$ cat config.mk
export PLATFORM = sky130hd
export DESIGN_NAME = edf_sched_ctrl
export DESIGN_NICKNAME = d
export VERILOG_FILES = /design/src/rtl/edf_sched_ctrl.sv
export SDC_FILE = /design/constraint.sdc
export NUM_CORES = 1
export LEC_CHECK = 0
export ABC_AREA = 0
export ABC_CLOCK_PERIOD_IN_PS = 6600
export CORE_MARGIN = 3
export CORE_UTILIZATION = 60
export CTS_BUF_LIST = sky130_fd_sc_hd__clkbuf_16
export DETAILED_ROUTE_END_ITERATION = 10
export PLACE_DENSITY = 0.79
export SYNTH_ARGS = -nofsm -noshare
export SYNTH_HDL_FRONTEND = slang
export SYNTH_SLANG_ARGS = --single-unit
$ cat constraint.sdc
create_clock -name clk -period 6.6 [get_ports clk]
set_input_delay 0.66 -clock clk [delete_from_list [all_inputs] [get_ports clk]]
set_output_delay 0.66 -clock clk [all_outputs]
set_load 0.1 [all_outputs]
$ cat src/rtl/edf_sched_ctrl.sv
// Two-task / two-processor earliest-deadline-first dispatcher: per-task deadline queues,
// per-slot busy counters, and registered one-cycle dispatch pulses.
module edf_sched_ctrl #(
  parameter int WCET_A = 2,
  parameter int WCET_B = 3,
  parameter int DL_A   = 5,
  parameter int DL_B   = 7,
  parameter int QDEPTH = 2,
  parameter int CW     = 4
) (
  input  logic                         clk,
  input  logic                         rst,
  input  logic                         startA,
  input  logic                         startB,
  input  logic                         tick,
  output logic                         sched0,
  output logic                         sched1,
  output logic                         sel0,
  output logic                         sel1,
  output logic                         busy0,
  output logic                         busy1,
  output logic [$clog2(QDEPTH+1)-1:0]  pendA,
  output logic [$clog2(QDEPTH+1)-1:0]  pendB,
  output logic                         miss,
  output logic                         ovf
);

  localparam int PW = $clog2(QDEPTH + 1);
  localparam logic [CW-1:0] DL_C   [2] = '{CW'(DL_A), CW'(DL_B)};
  localparam logic [CW-1:0] WCET_C [2] = '{CW'(WCET_A), CW'(WCET_B)};

  // Index 0 = task A, 1 = task B; queue entry 0 is the head.
  logic [CW-1:0] q_q     [2][QDEPTH];
  logic [CW-1:0] q_d     [2][QDEPTH];
  logic [PW-1:0] cnt_q   [2];
  logic [PW-1:0] cnt_d   [2];
  logic [CW-1:0] bcnt_q  [2];
  logic [CW-1:0] bcnt_d  [2];
  logic [1:0]    sched_q, sched_d;
  logic [1:0]    sel_q, sel_d;
  logic          miss_q, miss_d;
  logic          ovf_q, ovf_d;

  logic [1:0]    start_v;
  logic [1:0]    head_v, sec_v, free_v, drop_v, push_ok;
  logic [CW-1:0] head_dl [2];
  logic [CW-1:0] sec_dl  [2];
  logic [1:0]    pop     [2];
  logic [PW-1:0] rem     [2];
  logic          zero_v  [2][QDEPTH];

  logic          fp_v, fp_sel, oh_v, ss_v, sp_v, sp_sel;
  logic [CW-1:0] oh_dl, ss_dl;

  assign start_v = {startB, startA};

  for (genvar gi = 0; gi < 2; gi++) begin : g_cand
    assign head_v[gi]  = (cnt_q[gi] != '0);
    assign sec_v[gi]   = (cnt_q[gi] > PW'(1));
    assign head_dl[gi] = q_q[gi][0];
    if (QDEPTH > 1) begin : g_sec
      assign sec_dl[gi] = q_q[gi][1];
    end else begin : g_nosec
      assign sec_dl[gi] = '0;
    end
    assign free_v[gi] = (bcnt_q[gi] == '0);
  end

  // First pick: earliest head, B only when strictly earlier than A.
  assign fp_v   = head_v[0] | head_v[1];
  assign fp_sel = ~head_v[0] | (head_v[1] & (head_dl[1] < head_dl[0]));

  // Second pick: other task's head vs. the picked task's second entry.
  assign oh_v  = fp_sel ? head_v[0]  : head_v[1];
  assign oh_dl = fp_sel ? head_dl[0] : head_dl[1];
  assign ss_v  = fp_sel ? sec_v[1]   : sec_v[0];
  assign ss_dl = fp_sel ? sec_dl[1]  : sec_dl[0];
  assign sp_v  = fp_v & (oh_v | ss_v);

  always_comb begin
    sp_sel = ~fp_sel;
    if (!ss_v) begin
      sp_sel = ~fp_sel;
    end else if (!oh_v) begin
      sp_sel = fp_sel;
    end else if (oh_dl == ss_dl) begin
      sp_sel = 1'b0;
    end else if (oh_dl < ss_dl) begin
      sp_sel = ~fp_sel;
    end else begin
      sp_sel = fp_sel;
    end
  end

  always_comb begin
    sched_d = '0;
    sel_d   = '0;
    if (free_v[0] && fp_v) begin
      sched_d[0] = 1'b1;
      sel_d[0]   = fp_sel;
      if (free_v[1] && sp_v) begin
        sched_d[1] = 1'b1;
        sel_d[1]   = sp_sel;
      end
    end else if (free_v[1] && fp_v) begin
      sched_d[1] = 1'b1;
      sel_d[1]   = fp_sel;
    end
  end

  for (genvar gk = 0; gk < 2; gk++) begin : g_slot
    assign bcnt_d[gk] = sched_d[gk]                   ? WCET_C[sel_d[gk]] :
                        (tick && bcnt_q[gk] != '0)    ? bcnt_q[gk] - CW'(1) :
                                                        bcnt_q[gk];
  end

  for (genvar gt = 0; gt < 2; gt++) begin : g_task
    assign pop[gt] = 2'(sched_d[0] && (sel_d[0] == 1'(gt)))
                   + 2'(sched_d[1] && (sel_d[1] == 1'(gt)));
    assign rem[gt]     = cnt_q[gt] - PW'(pop[gt]);
    assign drop_v[gt]  = start_v[gt] && (rem[gt] == PW'(QDEPTH));
    assign push_ok[gt] = start_v[gt] && (rem[gt] != PW'(QDEPTH));
    assign cnt_d[gt]   = push_ok[gt] ? rem[gt] + PW'(1) : rem[gt];

    for (genvar gi = 0; gi < QDEPTH; gi++) begin : g_ent
      logic [CW-1:0] nxt1, nxt2, shifted, aged;
      logic          live;
      if (gi + 1 < QDEPTH) begin : g_n1
        assign nxt1 = q_q[gt][gi+1];
      end else begin : g_n1z
        assign nxt1 = '0;
      end
      if (gi + 2 < QDEPTH) begin : g_n2
        assign nxt2 = q_q[gt][gi+2];
      end else begin : g_n2z
        assign nxt2 = '0;
      end
      assign shifted = (pop[gt] == 2'd2) ? nxt2 : (pop[gt] == 2'd1) ? nxt1 : q_q[gt][gi];
      assign aged    = (tick && shifted != '0) ? shifted - CW'(1) : shifted;
      assign live    = (PW'(gi) < rem[gt]);
      // A fresh push lands just behind the surviving entries and is not aged this cycle.
      assign q_d[gt][gi]    = (push_ok[gt] && PW'(gi) == rem[gt]) ? DL_C[gt] :
                              live ? aged : '0;
      assign zero_v[gt][gi] = live && (aged == '0);
    end
  end

  always_comb begin
    miss_d = miss_q;
    for (int t = 0; t < 2; t++) begin
      for (int i = 0; i < QDEPTH; i++) begin
        miss_d = miss_d | zero_v[t][i];
      end
    end
  end

  assign ovf_d = ovf_q | (|drop_v);

  always_ff @(posedge clk) begin
    if (rst) begin
      q_q     <= '{default: '0};
      cnt_q   <= '{default: '0};
      bcnt_q  <= '{default: '0};
      sched_q <= '0;
      sel_q   <= '0;
      miss_q  <= 1'b0;
      ovf_q   <= 1'b0;
    end else begin
      q_q     <= q_d;
      cnt_q   <= cnt_d;
      bcnt_q  <= bcnt_d;
      sched_q <= sched_d;
      sel_q   <= sel_d;
      miss_q  <= miss_d;
      ovf_q   <= ovf_d;
    end
  end

  assign sched0 = sched_q[0];
  assign sched1 = sched_q[1];
  assign sel0   = sel_q[0];
  assign sel1   = sel_q[1];
  assign busy0  = (bcnt_q[0] != '0);
  assign busy1  = (bcnt_q[1] != '0);
  assign pendA  = cnt_q[0];
  assign pendB  = cnt_q[1];
  assign miss   = miss_q;
  assign ovf    = ovf_q;

endmodule

Yosys cells after proc, flatten, opt, wreduce, memory -nomap -nowiden
Cells that the tools add are included.
{ "totals": {"rom_bits": 0, "in_bits": 5, "mem_bits_rw": 0, "out_inout_bits": 12, "wordCells": 165, "regBits": 34, "n_memories": 0, "latchBits": 0} }
{ "classes": {"mul": 0, "n_lt_le_gt_ge": 10, "n_addsub": 12, "muxes": 48, "div_mod_pow": 0, "n_reduce_logical": 48, "eq_ne": 11, "bitwise_logic": 20, "n_shift": 0} }
{ "op_table": {"columns": ["op", "count"], "rows": [
  ["2-to-1 mux 4 bit", 22],
  ["logical AND 1 bit", 25],
  ["zero test 4 bit", 6],
  ["2-to-1 mux 3 bit", 8],
  ["nonzero test 4 bit", 6],
  ["subtractor 4 x 1 -> 4 bit (second input constant)", 6],
  ["2-to-1 mux 1 bit", 16],
  ["OR reduction 3 bit", 4],
  ["== test 2 bit (second input constant)", 4],
  ["< comparator 1 x 2 -> 1 bit (first input constant)", 4],
  ["< comparator 4 bit", 2],
  ["NOT 1 bit", 8],
  ["bitwise OR 1 bit", 8],
  ["nonzero test 2 bit", 4],
  ["adder 1 x 1 -> 2 bit", 2],
  ["adder 2 x 1 -> 2 bit (second input constant)", 2],
  ["== test 1 x 2 -> 1 bit (first input constant)", 2],
  ["== test 2 x 1 -> 1 bit (second input constant)", 2],
  ["== test 4 bit", 1],
  ["greater-or-equal comparator 2 bit (second input constant)", 2],
  ["greater-than comparator 2 x 1 -> 1 bit (second input constant)", 2],
  ["zero test 2 bit", 2],
  ["2-to-1 mux 2 bit", 2],
  ["!= test 2 bit (second input constant)", 2],
  ["other kinds (4)", 7]
]} }

Depth between registers and ports, before layout
Gate-level depths: netlist (run 1).
{ "depth": {"word_depth": 26, "mapped_depth": 26, "depth_no_buf": 24} }

Worst setup path before layout (run 1)
Ideal clock, no wire load.
{ "synth_path": {"path_kind": "register to register", "from": "reg cnt_q (netlist bit pendB[1])", "to": "reg miss_q, in the netlist miss", "arrival_ns": 5.193, "synth_period_minus_slack_ns": 5.274, "stages_incl_launch_ff": 22, "t_required_ns": 6.519, "setup_ns": 0.081, "slack_ns": 1.326, "path_buffers": 2, "cell_sequence": "dfxtp_1 -> nor2_1 -> or3_1 -> o211ai_2 -> buf_6 -> mux2_1 -> ha_1 -> a21oi_1 -> a21boi_0 -> o21a_1 -> o211ai_2 -> and3b_1 -> ha_1 -> buf_2 -> mux2i_1 -> or2_2 -> ha_1 -> nand2_1 -> or3_1 -> o221ai_1 -> nand4_1 -> a41oi_1"} }
{ "synth_between": {"elab_chain_len": 26, "elab_cells_between_ends": 83, "cone_classes": "add/sub (8); order compare (6); eq/ne (5); mux (28); bitwise (12); reduce/logical (24)"} }
{ "synth_lines": {"columns": ["element", "line_no", "rtl"], "rows": [
  ["start: declaration", "35", "logic [PW-1:0] cnt_q [2];"],
  ["start signal: assignment", "170", "cnt_q <= cnt_d;"],
  ["branches (longest 25 deep; another with < comparator 4 bit)", null, null],
  ["bitwise OR 1 bit *", "152", "miss_d = miss_d | zero_v[t][i];"],
  ["end signal: assignment", "174", "miss_q <= miss_d;"],
  ["end: declaration", "41", "logic miss_q, miss_d;"]
]} }
Mark *: on every way between the ends.
A chain may end at the register's enable or synchronous reset.

Worst setup path in the final report (run 1)
{ "layout_path": {"from": "reg q_q (netlist bit head_dl[5])", "to": "reg miss_q, in the netlist miss"} }
{ "layout_between": {"elab_chain_len": 26, "elab_cells_between_ends": 77, "cone_classes": "add/sub (8); order compare (6); eq/ne (5); mux (26); bitwise (11); reduce/logical (21)"} }
{ "layout_lines": {"columns": ["element", "line_no", "rtl"], "rows": [
  ["start: declaration", "33", "logic [CW-1:0] q_q [2][QDEPTH];"],
  ["start signal: assignment", "169", "q_q <= q_d;"],
  ["branches (longest 25 deep; another with < comparator 4 bit)", null, null],
  ["bitwise OR 1 bit *", "152", null]
]} }
Marked as above.

==> impl_metrics.csv, run 1 <==
group,metric,value,unit
run_status,status,"completed",
yosys,ys_seq_elements,34,
floorplanning,io_pins,17,
critical_path,reg2reg_slack,870,ps
drt,wl_per_cell,16.7,um
critical_path,reg2reg_to,"miss$_SDFF_PP0_",
cells_and_area,area_delta_synth_final,14.1,%
global_route,overflow,0,
drt,vias,2421,
sta,min_period,5730,ps
critical_path,endpoint_kind,"flop",
placed_design,dpl.cell_count,382,
critical_path,path_buf_inv,2,
critical_path,crit_required,6800,ps
floorplanning,rows,23,
critical_path,worstSetupPathDepth,22,
clocking,clockBufferDepth,2,
yosys,syn_inst,326,
drt,route.detailed.drc,0,
placed_design,dp_hpwl,4750,um
yosys,seq_area_frac_synth,25.9,%
critical_path,cpMaxStageDelayCell,"xnor2_1",
cells_and_area,layoutNonFillerInstCount,390,
sta,fmax,174,MHz
worst_hold_path,holdCritStartpoint,"ovf$_SDFF_PP0_",
global_route,grt_pass1_vias,2331,
yosys,synth_edf_count,0,
drt,drt_iter0_markers,190,
drt,dr.pass1.iters,4,
clocking,clk_pin_slew_worst_paths,60,ps
global_route,antenna_found_initial,0,
clocking,worstSkewPairLatency,280,ps
clocking,htreeDepth,2,
clocking,cts_buffers,5,
cells_and_area,fillers,338,
global_route,grt_max_degree,31,
floorplanning,core_area,4120,um2
critical_path,crit_chain,"inv_1, ha_1, a21o_1, a2111o_1, o211ai_2, mux2_2, ha_1, nor2b_1, o211ai_1, a21boi_0, o21a_1, o211ai_2, and3b_1, ha_1, ha_1, xnor2_1, xnor2_1, inv_1, ha_1, o21ba_2, nand4_1, a41oi_1",
critical_path,r2r_cells,22,
clocking,postCtsSetupBuffers,0,
yosys,synth_warnings,0,
yosys,ys_types,62,
worst_hold_path,hold_class,"reg2reg",
clocking,root_buffer,"clkbuf_16",
floorplanning,die_w,72.2,um
yosys,synthFlopType,"dfxtp_1",
sta,slew_headroom,33.5,%
critical_path,critical-path-max-stage-delay,500,ps
clocking,tritoncts_num_sinks,34,
global_route,grt_first_pass_wirelength,11000,um
drt,ant_nets,0,
placed_design,place.gp.congestion,0.859,
global_route,track_usage,26.9,%
sta,setup_viol_count_final,0,
sta,rsz0062_at_grt,"no",
cells_and_area,drive_gt1_share,9.41,%
critical_path,crit_type,"reg2reg",
worst_hold_path,holdPathEnd,"ovf$_SDFF_PP0_",
sta,worstMarginPinSlew,994,ps
critical_path,cp_common_cell,"ha_1",
critical_path,crit_arrival,5940,ps
job,maxCapViolations,0,
clocking,cts_tree,"yes",
critical_path,r2r_start,"head_dl[5]$_SDFF_PP0_",
critical_path,cp-start-kind,"flop",
placed_design,portBuffers,16,
cells_and_area,diodes,0,
yosys,avgSynthCellArea,8.06,um2
sta,period_share,86.9,%
clocking,hold_buffers,0,
floorplanning,start_util,63.8,%
cells_and_area,nets,370,
sta,clock_skew,3.92,ps
yosys,syn-num-nets,357,
critical_path,cp_max_fo,13,
sta,hold_viol_final,0,
drt,routed_wirelength,6520,um
critical_path,path_delay_family,"compound AO/OA/AOI/OAI gates",
floorplanning,die-area,5210,um2
sta,slew_violations,0,
yosys,async_reset_ff_share,0,%
floorplanning,die_h,72.2,um
drt,via_per_inst,6.21,
sta,final.setup.tns,0,ps
worst_hold_path,whs_path_depth,2,
clocking,cts_resized,0,
yosys,netlist_area,2630,um2
## metal layers
metal / routed length (um) / vias to the layer above / global-route usage (%) / share of wire (%)
li1: - / 1199 / - / -
met1: 2830 / 1128 / 34.2 / 43
met2: 3090 / 73 / 43.5 / 47
met3: 389 / 21 / 5.82 / 6.0
met4: 204 / 0 / 11.9 / 3.1
met5: 0 / - / 0 / 0
## how the worst max path moves through the flow
stage	startpoint	endpoint
2_1_floorplan	pendB[1]$_SDFF_PP0_	miss$_SDFF_PP0_
3_3_place_gp	head_dl[5]$_SDFF_PP0_	miss$_SDFF_PP0_
3_5_place_dp	head_dl[5]$_SDFF_PP0_	miss$_SDFF_PP0_
4_1_cts	head_dl[5]$_SDFF_PP0_	miss$_SDFF_PP0_
5_1_grt	head_dl[5]$_SDFF_PP0_	miss$_SDFF_PP0_
6_report	head_dl[5]$_SDFF_PP0_	miss$_SDFF_PP0_
## through the flow
step	setup slack, ps	hold WS [ps]	instance area, um2	util, %
finish	866	493	3000	72.9
global route	434	545	3000	72.9
CTS	907	493	3000	72.9
detailed placement	956	475	2810	68.2
global placement	1160	496	2810	68.2
floorplan	1330	485	2630	-
## flip-flops by register name (all words and copies together), names as in the netlist
signal,flops
bcnt_q,8
g_task.g_ent.nxt1,8
head_dl,8
miss,1
ovf,1
pendA,2
pendB,2
sched_q,2
sel_q,2
## layout make-up
type                            count  area, um2  area share (%)
Multi-Input combinational cell    257       1800            60.0
Sequential cell                    34        681            22.7
Timing Repair Buffer               18        175            5.84
Clock buffer                        5        125            4.17
Inverter                           23       86.3            2.88
Clock inverter                      3       68.8            2.29
Tap cell                           50       62.6            2.09
## cells in the mapped netlist, drive strengths merged, types with 5 or more instances
| library cell | count | area share, % |
|---|---|---|
| a211oi | 7 | 2.0 |
| a21oi | 22 | 4.2 |
| and2 | 6 | 1.6 |
| buf | 7 | 1.6 |
| clkbuf | 5 | 0.71 |
| dfxtp | 34 | 26 |
| ha | 26 | 12 |
| inv | 23 | 3.3 |
| mux2 | 6 | 2.6 |
| mux2i | 12 | 4.6 |
| nand2 | 22 | 3.2 |
| nor2 | 42 | 6.3 |
| nor3 | 15 | 2.9 |
| o21ai | 12 | 2.3 |
| or2 | 6 | 1.4 |
| xnor2 | 9 | 3.0 |
## tightest hold or removal path, cell delays in order, from the launching register on
cell and delay (ps):
dfxtp_1 330, a221oi_1 50, nor2_1 70
## kinds of logic (layout without fill, tap and decap cells)
kind of cell | Yosys count | count (layout) | synth area share [%]
AND/OR/NAND/NOR | 119 | 119 | 22.5
AO/OA/AOI/OAI | 83 | 83 | 22.8
buffers and inverters | 35 | 49 | 5.57
flip-flops | 34 | 34 | 25.9
adder cells (fa/ha/maj) | 27 | 27 | 12.8
multiplexers | 18 | 18 | 7.14
XOR/XNOR | 10 | 10 | 3.33
## placed cells by master, fill, tap and decap left out, drive strengths merged, types with 7 or more instances in the layout
cell / netlist / routed
mux2i: 12 / 12
a211oi: 7 / 7
a21oi: 22 / 22
nor3: 15 / 15
dfxtp: 34 / 34
ha: 26 / 26
clkdlybuf4s50: 0 / 16
o21ai: 12 / 12
nor2: 42 / 42
inv: 23 / 23
nand2: 22 / 22
xnor2: 9 / 9
Power of run 1 is left out: the tool's default activity adds up to more than one toggle a clock period on the data nets, which glitch-free logic cannot reach.
==> run 2: changes to the inputs <==
PLACE_DENSITY = 0.82   (was 0.79)
==> impl_metrics.csv, run 2 (same netlist as run 1, synthesis figures left out) <==
group,metric,value,unit
run_status,status,"completed",
sta,fmax,171,MHz
placed_design,dp_slack,875,ps
drt,dr.pass1.iters,5,
sta,setup_viol_count_final,0,
cells_and_area,design_area,2930,um2
placed_design,dp_hpwl,4680,um
critical_path,crit_type,"reg2reg",
clocking,cts_resized,0,
floorplanning,io_pins,17,
worst_hold_path,hold_class,"reg2reg",
floorplanning,die-area,5210,um2
drt,wl_per_cell,16.5,um
critical_path,crit_arrival,6040,ps
cells_and_area,area_delta_synth_final,11.7,%
global_route,grt_first_pass_wirelength,10900,um
clocking,cts_buffers,5,
critical_path,crit_required,6790,ps
clocking,clk_pin_slew_worst_paths,50,ps
global_route,antenna_found_initial,0,
drt,vias,2480,
drt,drt_iter0_markers,244,
critical_path,cp_max_fo,13,
drt,route.detailed.drc,0,
placed_design,placed_area,2810,um2
sta,slew_headroom,34.2,%
critical_path,reg2reg_slack,760,ps
clocking,clockBufferDepth,2,
floorplanning,core_area,4120,um2
sta,clock_skew,4.03,ps
placed_design,portBuffers,16,
clocking,postCtsSetupBuffers,0,
sta,worstMarginPinSlew,984,ps
drt,via_per_inst,6.39,
sta,min_period,5840,ps
cells_and_area,nets,370,
cells_and_area,final_common_cell,"nor2_1",
sta,rsz0062_at_grt,"no",
floorplanning,die_w,72.2,um
clocking,tritoncts_num_sinks,34,
sta,hold_viol_final,0,
clocking,worstSkewPairLatency,270,ps
job,maxCapViolations,0,
placed_design,dpl.cell_count,382,
drt,ant_nets,0,
sta,slew_violations,0,
cells_and_area,drive_gt1_share,8.58,%
global_route,overflow,0,
placed_design,place.gp.congestion,0.854,
floorplanning,start_util,63.8,%
clocking,hold_buffers,0,
critical_path,endpoint_kind,"flop",
cells_and_area,mostFrequentLayoutCells,"41 x nor2_1, 34 x dfxtp_1, 26 x ha_1",
clocking,htreeDepth,2,
cells_and_area,layoutNonFillerInstCount,388,
floorplanning,die_h,72.2,um
global_route,grt_pass1_vias,2336,
drt,routed_wirelength,6380,um
clocking,cts_tree,"yes",
global_route,track_usage,26.4,%
floorplanning,rows,23,
cells_and_area,diodes,0,
critical_path,cp-start-kind,"flop",
sta,setup_ws,756,ps
sta,period_share,88.5,%
clocking,root_buffer,"clkbuf_16",
sta,final.setup.tns,0,ps
global_route,grt_max_degree,31,
run 2: cell count changes in the layout (fill, tap and decap cells not counted), sizes merged:
cell,before,now
bufinv,2,0
run 2: worst max-delay path, stage by stage, from the launching register on:
cell	delay (ps)
dfxtp_1	380
inv_1	60
ha_1	280
a21o_1	180
a2111o_1	460
o211ai_2	250
mux2_2	400
ha_1	300
nor2b_1	140
o211ai_1	220
a21boi_0	140
o21a_1	190
o211ai_2	200
and3b_1	230
ha_1	420
ha_1	290
xnor2_1	140
xnor2_1	500
inv_1	140
ha_1	290
o21ba_2	270
nand4_1	110
a41oi_1	160
run 2: cell type report:
cell class	instances	area, um2
multi-input cells	257	1800
clock buffers	5	125
repair buffers	18	175
well taps	50	62.6
inverters	23	86.3
flip-flops and latches	34	681
clock inverters	1	3.75
fillers	340	1180
run 2: through the flow:
stage	utilization (%)	hold WS, ps
detailed placement	68.2	482
CTS	71.3	499
global route	71.3	546
global placement	68.2	468
finish	71.3	489
floorplan	-	485
run 2: final timing paths:
| kind | startpoint | to | cells after the start |
|---|---|---|---|
| worst max-delay path | head_dl[5]$_SDFF_PP0_ | miss$_SDFF_PP0_ | 22 |
| worst min-delay path | ovf$_SDFF_PP0_ | ovf$_SDFF_PP0_ | 2 |
| worst min register to register | ovf$_SDFF_PP0_ | ovf$_SDFF_PP0_ | 2 |
| worst max register to register | head_dl[5]$_SDFF_PP0_ | miss$_SDFF_PP0_ | 22 |
run 2: routing by layer:
layer | GRT usage (%) | share of wire [%]
met1 | 34.7 | 43
met2 | 44.1 | 49
met3 | 4.16 | 5.2
met4 | 8.77 | 2.1
met5 | 0 | 0
Power of run 2 is left out for the same reason.
